`src/rtl/rf_write_sched.sv`:
```
// Register-file write-port scheduler: arbitrates WB against a buffered long-latency
// result FIFO and tracks per-register pending long-latency writes for decode.
module rf_write_sched #(
  parameter int DEPTH        = 2,
  parameter int STARVE_LIMIT = 4,
  localparam int CNT_W = $clog2(DEPTH + 1),
  localparam int PTR_W = (DEPTH > 1) ? $clog2(DEPTH) : 1
) (
  input  logic             clk,
  input  logic             rst_n,
  input  logic             wb_we,
  input  logic [4:0]       wb_rd,
  input  logic [31:0]      wb_data,
  output logic             wb_stall,
  input  logic             ml_issue,
  input  logic [4:0]       ml_issue_rd,
  output logic             issue_busy,
  input  logic             ml_valid,
  input  logic [4:0]       ml_rd,
  input  logic [31:0]      ml_data,
  output logic             ml_ready,
  input  logic [4:0]       rs,
  input  logic [4:0]       rt,
  output logic             busy_rs,
  output logic             busy_rt,
  output logic             rf_we,
  output logic [4:0]       rf_rd,
  output logic [31:0]      rf_wdata,
  output logic [CNT_W-1:0] fifo_count
);

  logic [4:0]       mem_rd   [DEPTH];
  logic [31:0]      mem_data [DEPTH];
  logic [PTR_W-1:0] wr_ptr;
  logic [PTR_W-1:0] rd_ptr;
  logic [CNT_W-1:0] count;
  logic [3:0]       starve;
  logic [31:0]      pending;
  logic [31:0]      pending_nxt;
  logic             rf_src_fifo;

  logic wb_valid;
  logic fifo_empty;
  logic starved;
  logic wb_win;
  logic fifo_win;
  logic push;

  function automatic logic [PTR_W-1:0] ptr_inc(input logic [PTR_W-1:0] p);
    return (p == PTR_W'(DEPTH - 1)) ? '0 : p + 1'b1;
  endfunction

  // A write to r0 is swallowed: it never stalls and never wins the port.
  assign wb_valid   = wb_we && (wb_rd != 5'd0);
  assign fifo_empty = (count == '0);
  assign starved    = (starve == 4'(STARVE_LIMIT));
  assign wb_win     = wb_valid && (!starved || fifo_empty);
  assign fifo_win   = !fifo_empty && !wb_win;
  assign wb_stall   = wb_valid && !wb_win;

  // ml_ready looks only at the current count; a same-cycle pop gives no credit.
  assign ml_ready   = (count < CNT_W'(DEPTH));
  assign push       = ml_valid && ml_ready && (ml_rd != 5'd0);
  assign fifo_count = count;

  // pending[0] is held at 0, so the r0 lookups need no special case.
  assign issue_busy = pending[ml_issue_rd];
  assign busy_rs    = pending[rs];
  assign busy_rt    = pending[rt];

  always_comb begin
    // NOTE: default assignment first so no path leaves pending_nxt unassigned (no latch).
    pending_nxt = pending;
    if (rf_we && rf_src_fifo) pending_nxt[rf_rd] = 1'b0;
    if (ml_issue && (ml_issue_rd != 5'd0)) pending_nxt[ml_issue_rd] = 1'b1;
    pending_nxt[0] = 1'b0;
  end

  // NOTE: the FIFO storage is not reset; count and pointers alone define what is valid.
  always_ff @(posedge clk) begin
    if (push) begin
      mem_rd[wr_ptr]   <= ml_rd;
      mem_data[wr_ptr] <= ml_data;
    end
  end

  // NOTE: non-blocking assignments for all state so every register samples pre-edge values.
  always_ff @(posedge clk) begin
    if (!rst_n) begin
      wr_ptr      <= '0;
      rd_ptr      <= '0;
      count       <= '0;
      starve      <= '0;
      pending     <= '0;
      rf_we       <= 1'b0;
      rf_rd       <= 5'd0;
      rf_wdata    <= 32'd0;
      rf_src_fifo <= 1'b0;
    end else begin
      if (push)     wr_ptr <= ptr_inc(wr_ptr);
      if (fifo_win) rd_ptr <= ptr_inc(rd_ptr);

      if (push && !fifo_win)      count <= count + 1'b1;
      else if (!push && fifo_win) count <= count - 1'b1;

      if (fifo_win)                                starve <= '0;
      else if (wb_win && !fifo_empty && !starved) starve <= starve + 1'b1;

      rf_we       <= wb_win || fifo_win;
      rf_src_fifo <= fifo_win;
      if (fifo_win) begin
        rf_rd    <= mem_rd[rd_ptr];
        rf_wdata <= mem_data[rd_ptr];
      end else if (wb_win) begin
        rf_rd    <= wb_rd;
        rf_wdata <= wb_data;
      end

      pending <= pending_nxt;
    end
  end

endmodule

```
`config.mk`:
```
export PLATFORM = sky130hd
export DESIGN_NAME = rf_write_sched
export DESIGN_NICKNAME = d
export VERILOG_FILES = /design/src/rtl/rf_write_sched.sv
export SDC_FILE = /design/constraint.sdc
export NUM_CORES = 1
export LEC_CHECK = 0
export BUFFER_PORTS_ARGS = -buffer_cell sky130_fd_sc_hd__buf_4
export CAP_MARGIN = 30
export CORE_ASPECT_RATIO = 0.5
export CORE_MARGIN = 8
export CORE_UTILIZATION = 50
export CTS_CLUSTER_SIZE = 25
export DETAILED_ROUTE_END_ITERATION = 12
export GPL_TIMING_DRIVEN = 0
export PLACE_DENSITY = 0.85
export REMOVE_ABC_BUFFERS = 1
export SLEW_MARGIN = 5
export SYNTH_ARGS = -nofsm -noshare
export SYNTH_HDL_FRONTEND = slang
export SYNTH_SLANG_ARGS = --single-unit
```
`constraint.sdc`:
```
create_clock -name clk -period 4.99 [get_ports clk]
set_clock_uncertainty 0.05 [all_clocks]
set_input_delay 0.499 -clock clk [delete_from_list [all_inputs] [get_ports clk]]
set_output_delay 0.499 -clock clk [all_outputs]
set_load 0.02 [all_outputs]
```
Word level (Yosys, flattened, before mapping):

Memory sizes are Yosys's and may differ from the RTL's. A register that Yosys moved wholly into a read port is not among the register bits.
Cells that the tools add are included.

* add/subtract/negate cells: 5
* $mul: 0
* divide/modulo/power cells: 0
* magnitude comparators: 7
* equality and inequality tests: 1
* shift operators: 0
* mux-type cells: 26
* bitwise logic cells: 4
* reduce and logical (&&, ||, !) cells: 28

Operators with widths (count)
* 32-bit 2-to-1 mux: 4
* 32-bit bitwise AND: 1
* 32-bit inverter: 1
* 32-bit OR: 1
* 5-bit by 6-bit < comparator with 1-bit output, second input constant: 4
* 1-bit binary-select mux with 5-bit select: 3
* 5-bit nonzero test: 3
* 1-bit logical AND: 14
* 1-bit 2-to-1 mux: 13
* 1-bit demux with 5-bit select: 2
* 5-bit by 1-bit greater-or-equal comparator with 1-bit output, second input constant: 2
* 5-bit 2-to-1 mux: 2
* 1-bit logical NOT: 5
* 4-bit by 1-bit adder with 4-bit output, second input constant: 1
* 4-bit by 3-bit == test with 1-bit output, second input constant: 1
* 2-bit 2-to-1 mux: 2
* 2-bit nonzero test: 2
* 1-bit adder, second input constant: 2
* 2-bit by 1-bit adder with 2-bit output, second input constant: 1
* 2-bit logical NOT: 1
* 1-bit logical OR: 2
* 2-bit < comparator, second input constant: 1
* 2-bit OR reduction: 1
* 2-bit by 1-bit subtractor with 2-bit output, second input constant: 1
* 1-bit inverter: 1

* flip-flop bits (word level): 79
* bits in latches: 0
* RAM bits: 74
* ROM bits: 0
* input port bits: 94
* output and inout port bits: 45
* logic and storage cells: 83
* memories kept: 2

Memories
* mem_data: words 2, width 32, rd ports 1, clocked after memory_dff 1, write ports 1, line 33 `logic [31:0] mem_data [DEPTH];`
* mem_rd: words 2, width 5, rd ports 1, clocked after memory_dff 1, write ports 1, line 32 `logic [4:0] mem_rd [DEPTH];`

Depth between registers and ports, before layout:

* depth in word-level cells: 9
* mapped depth: 11
* gate-level depth less buffers: 10

Least setup slack after synthesis:

OpenSTA, ideal clock, no wires.

* kind: register -> register
* start point: register count[1] (netlist: fifo_count[1])
* end point: memory mem_data[0][0], enable pin
* library setup time: 0.436 ns
* arrival time: 2.544 ns
* data required time: 4.504 ns
* slack: 1.960 ns
* cell stages (with the launch flop): 4
* path buffers: 0
* period minus slack after synthesis: 3.030 ns
* path through: dfxtp_1 -> inv_1 -> o311a_1 -> nor2b_1

* longest elaborated chain between the ends: 5

Ends and longest elaborated chain
* start, declared: line 36 `logic [CNT_W-1:0] count;`
* start signal, assigned: line 103 `if (push && !fifo_win) count <= count + 1'b1;`
* start signal, assigned: line 104 `else if (!push && fifo_win) count <= count - 1'b1;`
* 2-bit < comparator: line 62 `assign ml_ready = (count < CNT_W'(DEPTH));`
* named net ml_ready: line 21 `output logic ml_ready,`
* 1-bit logical AND (2 in series): line 63 `assign push = ml_valid && ml_ready && (ml_rd != 5'd0);`
* 1-bit 2-to-1 mux: line 81 `if (push) begin`
* 1-bit 2-to-1 mux (not written as such): line 83 `mem_data[wr_ptr] <= ml_data;`
* end, declared: line 33

The timed path passes the listed nets, and every way through them passes these cells.

Worst setup path after layout:

* start point: register starve[0]
* end point: register count[1] (netlist: fifo_count[1])

* longest elaborated chain between the ends: 9
* elaborated cells on any way between the ends: 11
* classes of those cells: eq/ne: 1; mux: 1; reduce/logical: 9

Ends and longest elaborated chain
* start, declared: line 37 `logic [3:0] starve;`
* start signal, assigned: line 107 `else if (wb_win && !fifo_empty && !starved) starve <= starve + 1'b1;`
* 4-bit by 3-bit == test with 1-bit output (*): line 56 `assign starved = (starve == 4'(STARVE_LIMIT));`
* 1-bit logical NOT (*): line 57 `assign wb_win = wb_valid && (!starved || fifo_empty);`
* 1-bit logical OR (*): line 57
* 1-bit logical AND (*): line 57
* 1-bit logical NOT (*): line 58 `assign fifo_win = !fifo_empty && !wb_win;`
* 1-bit logical AND (*): line 58
* 1-bit logical NOT: line 103
* 1-bit logical AND: line 103
* 2-bit 2-to-1 mux or 2-bit nonzero test (tied branches)

Mark *: on every way between the ends. The rest lies on a longest branch, timed or not.
A chain may end at the register's enable or synchronous reset.

==> results by group <==
Outcome
  – Status: completed

Cells and area
  – Post-layout util: 0.652
  – Area grow syn2layout: 26.8%
  – Final net count: 833
  – Share of cells above drive strength 1: 0.310
  – Antenna diodes: 0
  – Fillers: 998
  – Finished Layout Cells: 941

Routing
  – Vias per cell: 5.95
  – Vias: 5597
  – Routed WL per cell: 19.2 µm
  – Drt drc: 0
  – Drt initial violations: 558
  – Detail Route Antenna Nets: 0
  – DR pass1 iterations: 5
  – Post-Route WL: 18.1 mm

Place
  – Cell count after placement: 909
  – Post-DP HPWL: 12.6 mm
  – Placer Congestion: 0.882
  – Port Buf Inserts: 138

Power
  – Final Total Pwr: 0.00414 W
  – Maximum vdd drop: 268 µV
  – LEAKAGE: 3.34 nW
  – P per Cell Area: 467 mW/mm²

Global routing
  – GRT Max-Usage Layer: met2
  – Met2 Use GR: 0.347
  – Met3 GRT Util: 0.0462
  – Initial antenna violation count: 0
  – GRT Overall Usage: 0.195
  – Vias in the first global route: 5637
  – Gr ovfl total: 0
  – Largest net degree at the start of global routing: 40
  – Met1 GRT Util: 0.225
  – First-pass GRT wire length: 28.6 mm

Floorplan
  – Die area: 0.0182 mm²
  – DIE HEIGHT: 99.6 µm
  – Initial Utilization: 0.514
  – DIE WIDTH: 183 µm
  – I/O pins: 139
  – Core Box Area: 0.0136 mm²
  – Placement Rows: 30

Yosys
  – Yosys warns: 0
  – Syn Area/Cell: 11.4 µm²
  – Post-synth EDFFs: 74
  – Cell taking the most area after synthesis: edfxtp_1
  – Cells after Synth: 614
  – Fraction of registers with async set/reset: 0
  – Syn Std Cell Area: 0.00698 mm²
  – Synth Flop Type: dfxtp_1
  – Area contributors post-synth: edfxtp_1 (32%), dfxtp_1 (23%), mux2_2 (6.3%)
  – Yosys cell types: 44
  – Seq/Total Area, Yosys: 0.545
  – Post-synth top area share: 0.318
  – Yosys reg bits: 153

CTS
  – Cts hold-fix bufs: 0
  – CTS Buffer Depth: 2
  – CTS Buf Count: 17
  – Clk Latency, worst-skew pair: 0.41 ns
  – Root Buffer: clkbuf_16
  – Sink Count: 153
  – CTS tree: built
  – H-Tree Depth: 4
  – Post-CTS sizing: 0
  – Post CTS Setup Buffer Count: 0
  – CTS clock-pin slew for the worst setup and hold paths: 0.06 ns

STA
  – Slew headroom: 0.315
  – Fmax: 0.331 GHz
  – RSZ-0062 raised after global routing: false
  – Final Hold Viols: 0
  – Final worst path period need: 3.02 ns
  – Max Transition Viols Final: 0
  – Setup violations, final: 0
  – Fin crit share: 0.606
  – Worst-Margin Slew: 1.03 ns

Worst setup path
  – CP bufs+invs: 2
  – Worst path top cell family by delay: simple AND/OR/NAND/NOR gates
  – WP data arrival: 3.29 ns
  – Crit-path cells: inv_1 > ha_1 > and3b_1 > a211oi_1 > nor2_4 > inv_1 > ha_1 > or3_1 > a21oi_1
  – CP Launch Type: register
  – CP endpoint kind: register
  – Crit path max fanout: 38
  – CP Class: register to register
  – Slowest cell on the critical path: nor2_4
  – Req. time, crit path: 5.26 ns
  – Crit-path max cell delay: 0.81 ns

Job
  – Count of max-cap constraint violations: 0

Min path
  – Tightest Hold Check Type: input pin to register
-- report_power, final --
part           switching, W  internal [W]  leakage (nW)
registers          0.000133       0.00156          1.34
logic              0.000685      0.000478          1.70
clock network      0.000509      0.000780         0.305
total               0.00133       0.00281          3.34
-- cells in the final DEF, fill, tap and decap left out, types with 11 or more instances in the layout --
master / instances
buf_4: 138
nand4_1: 46
o21ai_0: 37
mux4_1: 12
o221ai_1: 37
a21oi_1: 39
inv_1: 46
mux2_2: 39
clkbuf_16: 19
nand3_1: 11
edfxtp_1: 74
nand2_1: 73
dfxtp_1: 78
-- logic make-up (layout without fill, tap and decap cells) --
kind of cell	count (synthesis)	in the layout	share of synthesized area
compound gates	128	128	0.119
buf+inv	88	223	0.0543
fa+ha+maj	3	3	0.00538
flops	153	153	0.545
simple gates	177	177	0.133
mux	62	62	0.140
xor+xnor	3	3	0.00376
-- cell usage after synthesis, types with 3 or more instances --
master / number
o21ai_0: 37
edfxtp_1: 74
dfxtp_1: 79
a22oi_1: 4
mux2_2: 39
buf_6: 4
nand2_1: 73
nand3_1: 11
buf_2: 13
clkbuf_1: 19
nor2_1: 10
nand3b_1: 3
buf_1: 4
o221ai_1: 37
nor2b_1: 5
mux4_1: 12
nor3b_1: 4
a21oi_1: 39
or3_1: 5
nand4_1: 46
or4_1: 3
mux4_2: 9
and3b_1: 4
inv_1: 46
ha_1: 3
-- metal layers --
metal	up-vias	share of wire
met5	-	0
met1	2736	0.40
met2	239	0.52
met4	0	0.016
li1	2594	-
met3	28	0.064
-- area by class of cell --
class                           instances  area (µm²)  share of cell area
Multi-Input combinational cell        373        2830               0.320
Clock inverter                         11         105              0.0119
Clock buffer                           21         503              0.0568
Timing Repair Buffer                  145        1200               0.135
Sequential cell                       153        3800               0.430
Inverter                               46         173              0.0195
Tap cell                              192         240              0.0271
-- worst paths after layout --
path	start	endpoint	slack, ns	cells after the start
worst max-delay path	starve[0]$_SDFFE_PP0P_	fifo_count[1]$_SDFFE_PN0P_	1.97	9
worst min-delay path	ml_data[24]	mem_data[1][24]$_DFFE_PP_	0.23	1
worst max register to register	starve[0]$_SDFFE_PP0P_	fifo_count[1]$_SDFFE_PN0P_	1.97	9
worst min register to register	pending[31]$_SDFF_PN0_	pending[31]$_SDFF_PN0_	0.46	2
-- state kept, by name (all words and copies together) (netlist names), named ones only --
signal,cells
fifo_count,2
mem_data,64
mem_rd,10
pending,31
rd_ptr,1
rf_rd,5
rf_src_fifo,1
rf_wdata,32
rf_we,1
starve,4
wr_ptr,1
-- stage by stage --
step / setup TNS (ns) / hold slack [ns] / area [µm²] / setup WS (ns)
after global placement: -27.12 / 0.430 / 8050 / -0.888
final: 0 / 0.226 / 8850 / 1.97
after detailed placement: 0 / 0.444 / 8250 / 1.65
after CTS: 0 / 0.210 / 8850 / 1.98
after floorplan: 0 / 0.411 / 6780 / 1.45
after global routing: 0 / 0.203 / 8850 / 1.81
(Power assumes the default switching activity.)
